File: src/rtl/mem_wb_stage_pkg.sv
// +------------------------------------------------------------------+
// | mem_wb_stage_pkg : shared widths, load width codes, wb_sel enum    |
// | Rev 1.0                                                          |
// +------------------------------------------------------------------+
`default_nettype none

package mem_wb_stage_pkg;

  localparam int DATA_WIDTH = 32;

  localparam logic [2:0] FUNCT3_LB  = 3'b000;
  localparam logic [2:0] FUNCT3_LH  = 3'b001;
  localparam logic [2:0] FUNCT3_LW  = 3'b010;
  localparam logic [2:0] FUNCT3_LBU = 3'b100;
  localparam logic [2:0] FUNCT3_LHU = 3'b101;

  typedef enum logic [1:0] {
    WB_ALU = 2'b00,
    WB_MEM = 2'b01,
    WB_PC4 = 2'b10
  } wb_sel_e;

endpackage

`default_nettype wire

File: src/rtl/mem_wb_stage_if.sv
// +------------------------------------------------------------------+
// | mem_wb_stage_if : MEM-side inputs and WB-side outputs of the stage |
// | Rev 1.0                                                          |
// +------------------------------------------------------------------+
`default_nettype none

interface mem_wb_stage_if #(
  parameter int DATA_WIDTH     = mem_wb_stage_pkg::DATA_WIDTH,
  parameter int REG_ADDR_WIDTH = 5
);

  logic                      stall_i;
  logic                      flush_i;
  logic                      MEM_valid_i;
  logic                      MEM_RegWrite_en_i;
  logic                      MEM_MemRead_en_i;
  logic                      MEM_MemWrite_en_i;
  logic [1:0]                MEM_wb_sel_i;
  logic [2:0]                MEM_funct3_i;
  logic [REG_ADDR_WIDTH-1:0] MEM_rd_addr_i;
  logic [DATA_WIDTH-1:0]     MEM_alu_result_i;
  logic [DATA_WIDTH-1:0]     MEM_pc_plus4_i;
  logic [DATA_WIDTH-1:0]     MEM_wr_data_i;
  logic [DATA_WIDTH-1:0]     mem_rd_data_i;

  logic                      WB_RegWrite_en_o;
  logic [REG_ADDR_WIDTH-1:0] WB_rd_addr_o;
  logic [DATA_WIDTH-1:0]     WB_wr_data_o;
  logic                      WB_MemWrite_en_o;
  logic [DATA_WIDTH-1:0]     WB_addr_o;
  logic [DATA_WIDTH-1:0]     WB_store_data_o;
  logic                      WB_misalign_o;
  logic [DATA_WIDTH-1:0]     WB_badaddr_o;

  modport master (
    output stall_i, flush_i, MEM_valid_i, MEM_RegWrite_en_i, MEM_MemRead_en_i,
           MEM_MemWrite_en_i, MEM_wb_sel_i, MEM_funct3_i, MEM_rd_addr_i,
           MEM_alu_result_i, MEM_pc_plus4_i, MEM_wr_data_i, mem_rd_data_i,
    input  WB_RegWrite_en_o, WB_rd_addr_o, WB_wr_data_o, WB_MemWrite_en_o,
           WB_addr_o, WB_store_data_o, WB_misalign_o, WB_badaddr_o
  );

  modport slave (
    input  stall_i, flush_i, MEM_valid_i, MEM_RegWrite_en_i, MEM_MemRead_en_i,
           MEM_MemWrite_en_i, MEM_wb_sel_i, MEM_funct3_i, MEM_rd_addr_i,
           MEM_alu_result_i, MEM_pc_plus4_i, MEM_wr_data_i, mem_rd_data_i,
    output WB_RegWrite_en_o, WB_rd_addr_o, WB_wr_data_o, WB_MemWrite_en_o,
           WB_addr_o, WB_store_data_o, WB_misalign_o, WB_badaddr_o
  );

endinterface

`default_nettype wire

File: src/rtl/mem_wb_stage_load_formatter.sv
// +------------------------------------------------------------------+
// | mem_wb_stage_load_formatter : byte/half/word select and extension  |
// | Rev 1.0                                                          |
// +------------------------------------------------------------------+
`default_nettype none

module mem_wb_stage_load_formatter
  import mem_wb_stage_pkg::*;
#(
  parameter int DATA_WIDTH = mem_wb_stage_pkg::DATA_WIDTH
) (
  input  logic [2:0]            funct3_i,
  input  logic [1:0]            addr_i,
  input  logic [DATA_WIDTH-1:0] raw_i,
  output logic [DATA_WIDTH-1:0] data_o
);

  logic [7:0]  sel_byte;
  logic [15:0] sel_half;

  // Halfword selection ignores addr[0] so misaligned halves fall back to the aligned one.
  assign sel_byte = raw_i[{addr_i, 3'b000} +: 8];
  assign sel_half = raw_i[{addr_i[1], 4'b0000} +: 16];

  always_comb begin
    data_o = '0;
    case (funct3_i)
      FUNCT3_LB:  data_o = {{(DATA_WIDTH-8){sel_byte[7]}}, sel_byte};
      FUNCT3_LBU: data_o = {{(DATA_WIDTH-8){1'b0}}, sel_byte};
      FUNCT3_LH:  data_o = {{(DATA_WIDTH-16){sel_half[15]}}, sel_half};
      FUNCT3_LHU: data_o = {{(DATA_WIDTH-16){1'b0}}, sel_half};
      FUNCT3_LW:  data_o = raw_i;
      default:    data_o = '0;
    endcase
  end

endmodule

`default_nettype wire

File: src/rtl/mem_wb_stage.sv
// +------------------------------------------------------------------+
// | mem_wb_stage : MEM/WB pipeline register and writeback formatter   |
// | Optional misaligned-load trap: define MISALIGN_TRAP_EN. Rev 1.0   |
// +------------------------------------------------------------------+
`default_nettype none

module mem_wb_stage
  import mem_wb_stage_pkg::*;
#(
  parameter int DATA_WIDTH     = mem_wb_stage_pkg::DATA_WIDTH,
  parameter int REG_ADDR_WIDTH = 5
) (
  input  logic          clk,
  input  logic          rst,
  mem_wb_stage_if.slave bus
);

  logic                      valid_q, regwrite_q, memread_q, memwrite_q;
  wb_sel_e                   wb_sel_q;
  logic [2:0]                funct3_q;
  logic [REG_ADDR_WIDTH-1:0] rd_q;
  logic [DATA_WIDTH-1:0]     addr_q, link_q, store_q, hold_word_q;
  logic                      captured_q;

  logic                      adv_valid;
  logic                      regwrite_d;
  logic [DATA_WIDTH-1:0]     raw_word, fmt_data;

  assign adv_valid = bus.MEM_valid_i & ~bus.flush_i;

`ifdef MISALIGN_TRAP_EN
  logic                  misalign_d, misalign_q;
  logic [DATA_WIDTH-1:0] badaddr_q;

  always_comb begin
    misalign_d = 1'b0;
    if (adv_valid && bus.MEM_MemRead_en_i) begin
      case (bus.MEM_funct3_i)
        FUNCT3_LH, FUNCT3_LHU: misalign_d = bus.MEM_alu_result_i[0];
        FUNCT3_LW:             misalign_d = |bus.MEM_alu_result_i[1:0];
        default:               misalign_d = 1'b0;
      endcase
    end
  end

  always_ff @(posedge clk) begin
    if (rst) begin
      misalign_q <= 1'b0;
      badaddr_q  <= '0;
    end else if (!bus.stall_i) begin
      misalign_q <= misalign_d;
      badaddr_q  <= misalign_d ? bus.MEM_alu_result_i : '0;
    end
  end

  assign bus.WB_misalign_o = misalign_q;
  assign bus.WB_badaddr_o  = badaddr_q;
`else
  logic misalign_d;
  assign misalign_d        = 1'b0;
  assign bus.WB_misalign_o = 1'b0;
  assign bus.WB_badaddr_o  = '0;
`endif

  assign regwrite_d = adv_valid & bus.MEM_RegWrite_en_i
                    & (bus.MEM_rd_addr_i != '0) & ~misalign_d;

  always_ff @(posedge clk) begin
    if (rst) begin
      valid_q     <= 1'b0;
      regwrite_q  <= 1'b0;
      memread_q   <= 1'b0;
      memwrite_q  <= 1'b0;
      wb_sel_q    <= WB_ALU;
      funct3_q    <= '0;
      rd_q        <= '0;
      addr_q      <= '0;
      link_q      <= '0;
      store_q     <= '0;
      hold_word_q <= '0;
      captured_q  <= 1'b0;
    end else if (bus.stall_i) begin
      // Latch the read word once so the writeback value survives memory moving on.
      if (valid_q && memread_q && !captured_q) begin
        hold_word_q <= bus.mem_rd_data_i;
        captured_q  <= 1'b1;
      end
    end else begin
      valid_q    <= adv_valid;
      regwrite_q <= regwrite_d;
      memread_q  <= adv_valid & bus.MEM_MemRead_en_i;
      memwrite_q <= adv_valid & bus.MEM_MemWrite_en_i;
      wb_sel_q   <= wb_sel_e'(bus.MEM_wb_sel_i);
      funct3_q   <= bus.MEM_funct3_i;
      rd_q       <= bus.MEM_rd_addr_i;
      addr_q     <= bus.MEM_alu_result_i;
      link_q     <= bus.MEM_pc_plus4_i;
      store_q    <= bus.MEM_wr_data_i;
      captured_q <= 1'b0;
    end
  end

  assign raw_word = captured_q ? hold_word_q : bus.mem_rd_data_i;

  mem_wb_stage_load_formatter #(
    .DATA_WIDTH (DATA_WIDTH)
  ) u_load_formatter (
    .funct3_i (funct3_q),
    .addr_i   (addr_q[1:0]),
    .raw_i    (raw_word),
    .data_o   (fmt_data)
  );

  always_comb begin
    bus.WB_wr_data_o = '0;
    case (wb_sel_q)
      WB_ALU:  bus.WB_wr_data_o = addr_q;
      WB_MEM:  bus.WB_wr_data_o = fmt_data;
      WB_PC4:  bus.WB_wr_data_o = link_q;
      default: bus.WB_wr_data_o = '0;
    endcase
  end

  assign bus.WB_RegWrite_en_o = regwrite_q;
  assign bus.WB_rd_addr_o     = rd_q;
  assign bus.WB_MemWrite_en_o = memwrite_q;
  assign bus.WB_addr_o        = addr_q;
  assign bus.WB_store_data_o  = store_q;

endmodule

`default_nettype wire

File: src/flat_wrapper.sv
// flat-port wrapper written by rule: the top's interface ports become plain ports
module mem_wb_stage_flat import mem_wb_stage_pkg::*;
#(
  parameter int DATA_WIDTH     = mem_wb_stage_pkg::DATA_WIDTH,
  parameter int REG_ADDR_WIDTH = 5
)
  (clk, rst, bus_stall_i, bus_flush_i, bus_MEM_valid_i, bus_MEM_RegWrite_en_i, bus_MEM_MemRead_en_i, bus_MEM_MemWrite_en_i, bus_MEM_wb_sel_i, bus_MEM_funct3_i, bus_MEM_rd_addr_i, bus_MEM_alu_result_i, bus_MEM_pc_plus4_i, bus_MEM_wr_data_i, bus_mem_rd_data_i, bus_WB_RegWrite_en_o, bus_WB_rd_addr_o, bus_WB_wr_data_o, bus_WB_MemWrite_en_o, bus_WB_addr_o, bus_WB_store_data_o, bus_WB_misalign_o, bus_WB_badaddr_o);
  mem_wb_stage_if #(.DATA_WIDTH(DATA_WIDTH), .REG_ADDR_WIDTH(REG_ADDR_WIDTH)) bus_i ();
  input  logic clk;
  input  logic rst;
  input wire logic [$bits(bus_i.stall_i)-1:0] bus_stall_i;
  input wire logic [$bits(bus_i.flush_i)-1:0] bus_flush_i;
  input wire logic [$bits(bus_i.MEM_valid_i)-1:0] bus_MEM_valid_i;
  input wire logic [$bits(bus_i.MEM_RegWrite_en_i)-1:0] bus_MEM_RegWrite_en_i;
  input wire logic [$bits(bus_i.MEM_MemRead_en_i)-1:0] bus_MEM_MemRead_en_i;
  input wire logic [$bits(bus_i.MEM_MemWrite_en_i)-1:0] bus_MEM_MemWrite_en_i;
  input wire logic [$bits(bus_i.MEM_wb_sel_i)-1:0] bus_MEM_wb_sel_i;
  input wire logic [$bits(bus_i.MEM_funct3_i)-1:0] bus_MEM_funct3_i;
  input wire logic [$bits(bus_i.MEM_rd_addr_i)-1:0] bus_MEM_rd_addr_i;
  input wire logic [$bits(bus_i.MEM_alu_result_i)-1:0] bus_MEM_alu_result_i;
  input wire logic [$bits(bus_i.MEM_pc_plus4_i)-1:0] bus_MEM_pc_plus4_i;
  input wire logic [$bits(bus_i.MEM_wr_data_i)-1:0] bus_MEM_wr_data_i;
  input wire logic [$bits(bus_i.mem_rd_data_i)-1:0] bus_mem_rd_data_i;
  output wire logic [$bits(bus_i.WB_RegWrite_en_o)-1:0] bus_WB_RegWrite_en_o;
  output wire logic [$bits(bus_i.WB_rd_addr_o)-1:0] bus_WB_rd_addr_o;
  output wire logic [$bits(bus_i.WB_wr_data_o)-1:0] bus_WB_wr_data_o;
  output wire logic [$bits(bus_i.WB_MemWrite_en_o)-1:0] bus_WB_MemWrite_en_o;
  output wire logic [$bits(bus_i.WB_addr_o)-1:0] bus_WB_addr_o;
  output wire logic [$bits(bus_i.WB_store_data_o)-1:0] bus_WB_store_data_o;
  output wire logic [$bits(bus_i.WB_misalign_o)-1:0] bus_WB_misalign_o;
  output wire logic [$bits(bus_i.WB_badaddr_o)-1:0] bus_WB_badaddr_o;
  assign bus_i.stall_i = bus_stall_i;
  assign bus_i.flush_i = bus_flush_i;
  assign bus_i.MEM_valid_i = bus_MEM_valid_i;
  assign bus_i.MEM_RegWrite_en_i = bus_MEM_RegWrite_en_i;
  assign bus_i.MEM_MemRead_en_i = bus_MEM_MemRead_en_i;
  assign bus_i.MEM_MemWrite_en_i = bus_MEM_MemWrite_en_i;
  assign bus_i.MEM_wb_sel_i = bus_MEM_wb_sel_i;
  assign bus_i.MEM_funct3_i = bus_MEM_funct3_i;
  assign bus_i.MEM_rd_addr_i = bus_MEM_rd_addr_i;
  assign bus_i.MEM_alu_result_i = bus_MEM_alu_result_i;
  assign bus_i.MEM_pc_plus4_i = bus_MEM_pc_plus4_i;
  assign bus_i.MEM_wr_data_i = bus_MEM_wr_data_i;
  assign bus_i.mem_rd_data_i = bus_mem_rd_data_i;
  assign bus_WB_RegWrite_en_o = bus_i.WB_RegWrite_en_o;
  assign bus_WB_rd_addr_o = bus_i.WB_rd_addr_o;
  assign bus_WB_wr_data_o = bus_i.WB_wr_data_o;
  assign bus_WB_MemWrite_en_o = bus_i.WB_MemWrite_en_o;
  assign bus_WB_addr_o = bus_i.WB_addr_o;
  assign bus_WB_store_data_o = bus_i.WB_store_data_o;
  assign bus_WB_misalign_o = bus_i.WB_misalign_o;
  assign bus_WB_badaddr_o = bus_i.WB_badaddr_o;
  mem_wb_stage #(.DATA_WIDTH(DATA_WIDTH), .REG_ADDR_WIDTH(REG_ADDR_WIDTH)) u_core (.clk(clk), .rst(rst), .bus(bus_i));
endmodule
File: config.mk
export PLATFORM = sky130hd
export DESIGN_NAME = mem_wb_stage_flat
export DESIGN_NICKNAME = d
export VERILOG_FILES = /design/src/rtl/mem_wb_stage_pkg.sv /design/src/rtl/mem_wb_stage_if.sv /design/src/rtl/mem_wb_stage_load_formatter.sv /design/src/rtl/mem_wb_stage.sv /design/src/flat_wrapper.sv
export SDC_FILE = /design/constraint.sdc
export NUM_CORES = 1
export LEC_CHECK = 0
export CAP_MARGIN = 10
export CORE_ASPECT_RATIO = 1.25
export CORE_MARGIN = 3
export CORE_UTILIZATION = 36
export DETAILED_ROUTE_END_ITERATION = 10
export GPL_TIMING_DRIVEN = 0
export PLACE_DENSITY = 0.72
export SYNTH_ARGS = -nofsm -noshare
export SYNTH_HDL_FRONTEND = slang
export SYNTH_SLANG_ARGS = --single-unit
File: constraint.sdc
create_clock -name clk -period 1.95 [get_ports clk]
set_input_delay 0.2925 -clock clk [delete_from_list [all_inputs] [get_ports clk]]
set_output_delay 0.2925 -clock clk [all_outputs]
set_load 0.01 [all_outputs]
==> results.json, run 1 <==
{
  "numCtsBuffers": 17,
  "r2r_start": "u_core.captured_q$_SDFFE_PP0P_",
  "final_common_cell": "clkdlybuf4s50_1",
  "reg2regPathDepth": 5,
  "hpwlAfterDp_mm": 18.50,
  "drv_cap": 0,
  "fillCellCount": 1706,
  "fin_ws_ns": -0.7052,
  "max-clock-path-buffers": 2,
  "routed_wl_mm": 24.43,
  "skew_ns": 0.009649,
  "synth_edf_count": 0,
  "grt_busiest_layer": "met2",
  "netlist.area_leader.share": 0.4144,
  "critical_path.max_fanout": 8,
  "ys_types": 41,
  "ir_drop_mv": 0.5762,
  "fp.dieW_um": 129.9,
  "ys_seq_area_frac": 0.4144,
  "cts_tree": "done",
  "synth_warnings": 0,
  "post_route_cells_drive_above_1_share": 0.1908,
  "groute.layer.met2.usage": 0.3789,
  "seq_area_um2": 2870,
  "ios": 282,
  "viasPerCell": 5.124,
  "ys_top_cells_by_area": "dfxtp_1, mux2i_1, nor2_1, nand2_1, buf_4",
  "finalNonFillerCells": 1280,
  "synth_top_family_by_area": "multiplexers",
  "antenna_cells": 0,
  "mostFrequentLayoutCells": "clkdlybuf4s50_1, mux2i_1, dfxtp_1",
  "fmaxAchievable_mhz": 376.6,
  "synth_ff_type": "dfxtp_1",
  "port_buffers": 247,
  "layout-area-overhead-vs-synth_pct": 55.42,
  "crit_path_start_kind": "flip-flop",
  "htreeDepth": 4,
  "violations": "negative setup slack",
  "grt_max_degree": 17,
  "p_leak_uw": 0.004476,
  "final_util": 0.5718,
  "grt_pass1_vias": 6333,
  "syn-cell-area_um2": 6908,
  "cts.root.buffer_cell": "clkbuf_16",
  "coreArea_um2": 18780,
  "grt_pass1_wl_mm": 35.58,
  "power.density_nw_per_um2": 752.3,
  "worstSetupPathType": "reg -> out",
  "min-delay-start": "bus_mem_rd_data_i[3]",
  "die_area_um2": 20900,
  "grt_setup_unrepaired": "yes",
  "worstPathArrival_ns": 2.36,
  "clock_latency_ns": 0.43,
  "muxShareOfSynthArea": 0.2847,
  "synthSimpleGateAreaFrac": 0.1311,
  "synth_compound_area_frac": 0.09509,
  "synth_cells": 722,
  "drt_iter0_drc": 478,
  "grtUsageMet3": 0.06620,
  "async_reset_ff_frac": 0,
  "setup_violations": 32,
  "max_slew_margin": 0.5322,
  "firstDrtPassIters": 5,
  "cts_sinks": 143,
  "timing.rr.end": "u_core.hold_word_q[23]$_SDFFE_PP0P_",
  "synthXorXnorAreaFrac": 0,
  "ys_seq_elements": 143,
  "placed_cells": 1233,
  "finalWeightedCongestion": 0.8570,
  "drc": 0,
  "end_kind": "primary output",
  "synthAdderAreaFrac": 0,
  "initial_core_util": 0.3679,
  "grt_usage": 0.2249,
  "yosys.area.top_type": "dfxtp_1",
  "hold_path.class": "in -> reg",
  "fin_crit_sh": 1.362,
  "fp.dieH_um": 160.9,
  "met1_usage": 0.2630,
  "slew_violations": 0,
  "ant_nets": 0,
  "hold_depth": 3,
  "worstMarginPinSlew_ns": 0.7017,
  "num_vias": 6559,
  "p_total_uw": 8077,
  "wl_per_cell_um": 19.09,
  "cp.required_ns": 1.66,
  "clk_pin_slew_ns": 0.06,
  "syn_avg_cell_area_um2": 9.568,
  "fin_nets": 1181,
  "whs_endpoint": "u_core.hold_word_q[3]$_SDFFE_PP0P_",
  "antenna_found_initial": 0,
  "std_cell_rows": 56,
  "r2r_setup_slack_ns": 0.20,
  "multi_input_area_um2": 3847,
  "fin_crit_ns": 2.655,
  "status": "finished with violations",
  "grt.overflow.total": 0,
  "final_hold_viol_count": 0
}
## worst max-delay path: stages, from the launching register on
cell and delay [ns]:
dfxtp_4 0.42, mux4_2 0.61, mux2_4 0.32, nand3b_4 0.18
buf_12 0.15, o221ai_2 0.08, buf_2 0.17
## synthesized netlist by cell type (2+ instances only)
master	n
mux2i_1	168
nor3b_1	5
o21ai_0	2
mux2_2	5
inv_1	2
nand2_1	72
buf_1	6
nand3_1	6
nor2_1	110
or3_1	2
o221ai_1	6
o22ai_1	14
buf_2	22
o221ai_2	9
dfxtp_1	143
mux4_2	5
nor3_1	9
buf_4	33
mux4_1	3
a21oi_1	39
nor2b_1	3
a211o_1	14
clkbuf_1	26
## cells by family after synthesis
logic type	after synthesis
buffers and inverters	91
flip-flops	143
AO/OA/AOI/OAI	90
AND/OR/NAND/NOR	214
multiplexers	183
other	1
## registers in the layout, indices dropped and copies added, names as in the netlist
| name | count |
|---|---|
| u_core.bus.WB_addr_o | 32 |
| u_core.bus.WB_store_data_o | 32 |
| u_core.hold_word_q | 32 |
| u_core.link_q | 32 |
| u_core.bus.WB_rd_addr_o | 5 |
| u_core.funct3_q | 3 |
| u_core.wb_sel_q | 2 |
| u_core.bus.WB_MemWrite_en_o | 1 |
| u_core.bus.WB_RegWrite_en_o | 1 |
| u_core.captured_q | 1 |
| u_core.memread_q | 1 |
| u_core.valid_q | 1 |
## metrics by stage
step / hold WS (ns) / setup TNS, ns / cell area [um2] / setup WS, ns
2_1_floorplan: 0.4285 / -0.3638 / 7034 / -0.03380
3_3_place_gp: 0.4411 / -48.64 / 9797 / -1.014
3_5_place_dp: 0.4461 / -49.17 / 9797 / -1.007
4_1_cts: 0.4409 / -19.86 / 10610 / -0.7477
5_1_grt: 0.4551 / -20.65 / 10740 / -0.7704
6_report: 0.4532 / -18.60 / 10740 / -0.7052
## routing by layer
metal | up-vias | share of wire
li1 | 3099 | -
met1 | 3085 | 0.38
met2 | 319 | 0.50
met3 | 56 | 0.089
met4 | 0 | 0.035
met5 | - | 0
## worst max path at each step
stage / from / depth (start not counted) / endpoint / slack [ns]
final: u_core.bus.WB_addr_o[1]$_SDFFE_PP0N_ / 6 / bus_WB_wr_data_o[21] / -0.71
after global routing: u_core.bus.WB_addr_o[1]$_SDFFE_PP0N_ / 6 / bus_WB_wr_data_o[30] / -0.77
after CTS: u_core.bus.WB_addr_o[1]$_SDFFE_PP0N_ / 7 / bus_WB_wr_data_o[30] / -0.75
after detailed placement: u_core.captured_q$_SDFFE_PP0P_ / 6 / bus_WB_wr_data_o[2] / -1.01
after global placement: u_core.captured_q$_SDFFE_PP0P_ / 6 / bus_WB_wr_data_o[2] / -1.01
after floorplan: u_core.bus.WB_addr_o[1]$_SDFFE_PP0N_ / 6 / bus_WB_wr_data_o[16] / -0.03
## area by class of cell
type	count	share of cell area
multi-input cells	520	0.3584
repair buffers	264	0.2355
inverters	2	0.0006992
clock buffers	19	0.04219
flip-flops and latches	143	0.2673
plain buffers	87	0.05477
clock inverters	13	0.01410
well taps	232	0.02704
## repair_timing
item,4_1_cts,5_1_grt
pin swaps,13,9
gates resized for setup,200,31
endpoints found under the setup margin,38,32
gates cloned,1,0
hold buffers,0,0
setup buffers,9,7
## report_power, final
part | switching [uW] | internal, uW
clock | 1400 | 1980
combinational | 695 | 859
sequential | 93.8 | 3060
Note: power is estimated with default switching activity, not from simulation.
==> run 2: changes to the inputs <==
--- a/config.mk
+++ b/config.mk
@@ -8,10 +8,11 @@
 export CAP_MARGIN = 10
 export CORE_ASPECT_RATIO = 1.25
 export CORE_MARGIN = 3
-export CORE_UTILIZATION = 36
+export CORE_UTILIZATION = 39
+export CTS_BUF_LIST = sky130_fd_sc_hd__clkbuf_4 sky130_fd_sc_hd__clkbuf_8 sky130_fd_sc_hd__clkbuf_16
 export DETAILED_ROUTE_END_ITERATION = 10
 export GPL_TIMING_DRIVEN = 0
-export PLACE_DENSITY = 0.72
+export PLACE_DENSITY = 0.77
 export SYNTH_ARGS = -nofsm -noshare
 export SYNTH_HDL_FRONTEND = slang
 export SYNTH_SLANG_ARGS = --single-unit
==> results.json, run 2 (synthesis results as in run 1) <==
{
  "status": "finished with violations",
  "violations": "negative setup slack",
  "drv_cap": 0,
  "port_buffers": 247,
  "worstSetupPathType": "reg -> out",
  "fillCellCount": 1445,
  "p_int_uw": 6056,
  "cts_tree": "done",
  "ctsHoldBuffers": 0,
  "worstMarginPinSlew_ns": 0.7050,
  "hpwlAfterDp_mm": 18.37,
  "num_vias": 6635,
  "grt.overflow.total": 0,
  "hold_depth": 3,
  "crit_path_start_kind": "flip-flop",
  "fin_nets": 1191,
  "ant_nets": 0,
  "final_common_cell": "clkdlybuf4s50_1",
  "grt_pass1_vias": 6461,
  "ir_drop_mv": 0.5858,
  "power_switching_uw": 2122,
  "max-clock-path-buffers": 2,
  "routed_wl_mm": 24.27,
  "die_area_um2": 19350,
  "p_total_uw": 8178,
  "ios": 282,
  "final_hold_viol_count": 0,
  "viasPerCell": 5.192,
  "power_frac_clock": 0.422,
  "clk_pin_slew_ns": 0.06,
  "grt_pass1_wl_mm": 36.77,
  "switching_share": 0.2595,
  "drc": 0,
  "drt_iter0_drc": 462,
  "worstPathArrival_ns": 2.44,
  "final_util": 0.6333,
  "std_cell_rows": 53,
  "layout-area-overhead-vs-synth_pct": 56.86,
  "power.density_nw_per_um2": 754.7,
  "fin_crit_ns": 2.733,
  "p_leak_uw": 0.004539,
  "fmaxAchievable_mhz": 365.9,
  "cp.required_ns": 1.66,
  "wl_per_cell_um": 18.99,
  "grt_usage": 0.2425,
  "slew_violations": 0,
  "post_route_cells_drive_above_1_share": 0.1985,
  "met1_usage": 0.2876,
  "cts_sinks": 143,
  "htreeDepth": 4,
  "fp.dieW_um": 125.0,
  "holdWs_ns": 0.4580,
  "max_slew_margin": 0.5300,
  "coreArea_um2": 17110,
  "skew_ns": 0.007067,
  "grt_busiest_layer": "met2",
  "grt_setup_unrepaired": "yes",
  "cts.root.buffer_cell": "clkbuf_16",
  "initial_core_util": 0.4038,
  "setup_violations": 32,
  "fin_ws_ns": -0.7826,
  "grtUsageMet3": 0.07668,
  "mostFrequentLayoutCells": "clkdlybuf4s50_1, mux2i_1, dfxtp_1",
  "fin_crit_sh": 1.401,
  "finalWeightedCongestion": 0.9437,
  "firstDrtPassIters": 7,
  "antenna_found_initial": 0,
  "numCtsBuffers": 17,
  "p_comb_frac": 0.194,
  "groute.layer.met2.usage": 0.4084,
  "grt_max_degree": 17,
  "critical_path.max_fanout": 6,
  "fp.dieH_um": 154.8,
  "antenna_cells": 0,
  "end_kind": "primary output",
  "reg2regPathDepth": 6,
  "p_seq_frac": 0.385,
  "hold_path.class": "in -> reg",
  "clock_latency_ns": 0.42
}
run 2: per-stage QoR:
step / cell area [um2] / cells / worst slack [ns] / TNS [ns]
final: 10840 / 1278 / -0.7826 / -19.44
after global routing: 10840 / 1278 / -0.8519 / -21.51
after CTS: 10720 / 1271 / -0.8049 / -20.30
after detailed placement: 9782 / 1221 / -0.9630 / -50.01
after global placement: 9782 / 1221 / -0.9272 / -47.92
after floorplan: 7034 / 754 / -0.03380 / -0.3638
run 2: timing repair:
action | CTS | global route
gates resized for setup | 205 | 37
pin swaps | 12 | 15
cloned | 1 | 0
buffers inserted | 17 | 10
endpoints found under the setup margin | 35 | 47
run 2: cell type report:
cell class | count | area (um2) | area share
clock buffer | 21 | 467.9 | 0.04319
tap | 220 | 275.3 | 0.02540
clock inverter | 11 | 155.1 | 0.01432
timing repair buffer | 272 | 2597 | 0.2397
sequential | 143 | 2867 | 0.2645
multi-input combinational | 520 | 3861 | 0.3564
inverter | 2 | 7.507 | 0.0006928
buffer | 89 | 604.3 | 0.05577
run 2: worst paths after layout:
path / start / to / slack [ns]
setup / recovery: u_core.bus.WB_addr_o[1]$_SDFFE_PP0N_ / bus_WB_wr_data_o[9] / -0.78
hold / removal: bus_mem_rd_data_i[2] / u_core.hold_word_q[2]$_SDFFE_PP0P_ / 0.46
hold reg to reg: u_core.hold_word_q[2]$_SDFFE_PP0P_ / u_core.hold_word_q[2]$_SDFFE_PP0P_ / 0.46
setup reg to reg: u_core.captured_q$_SDFFE_PP0P_ / u_core.hold_word_q[11]$_SDFFE_PP0P_ / 0.28
run 2: critical path, cell delays in order, from the launching register on:
cell,delay (ns)
dfxtp_2,0.34
buf_8,0.12
mux4_2,0.58
buf_6,0.16
mux2i_4,0.16
nor4b_4,0.09
buf_4,0.15
a211o_1,0.26
buf_2,0.15
run 2: power by group through the flow:
stage | sequential, uW | clock, uW | combinational (uW)
2_1_floorplan | 3230 | 0 | 674
3_3_place_gp | 3200 | 0 | 1490
3_5_place_dp | 3200 | 0 | 1510
4_1_cts | 3140 | 3480 | 1550
5_1_grt | 3160 | 3610 | 1680
6_report | 3150 | 3450 | 1580
run 2: per-layer routing:
layer	vias up	wire [um]
met5	-	0
met4	0	837
met3	54	2200
met2	337	12060
met1	3128	9174
li1	3116	-
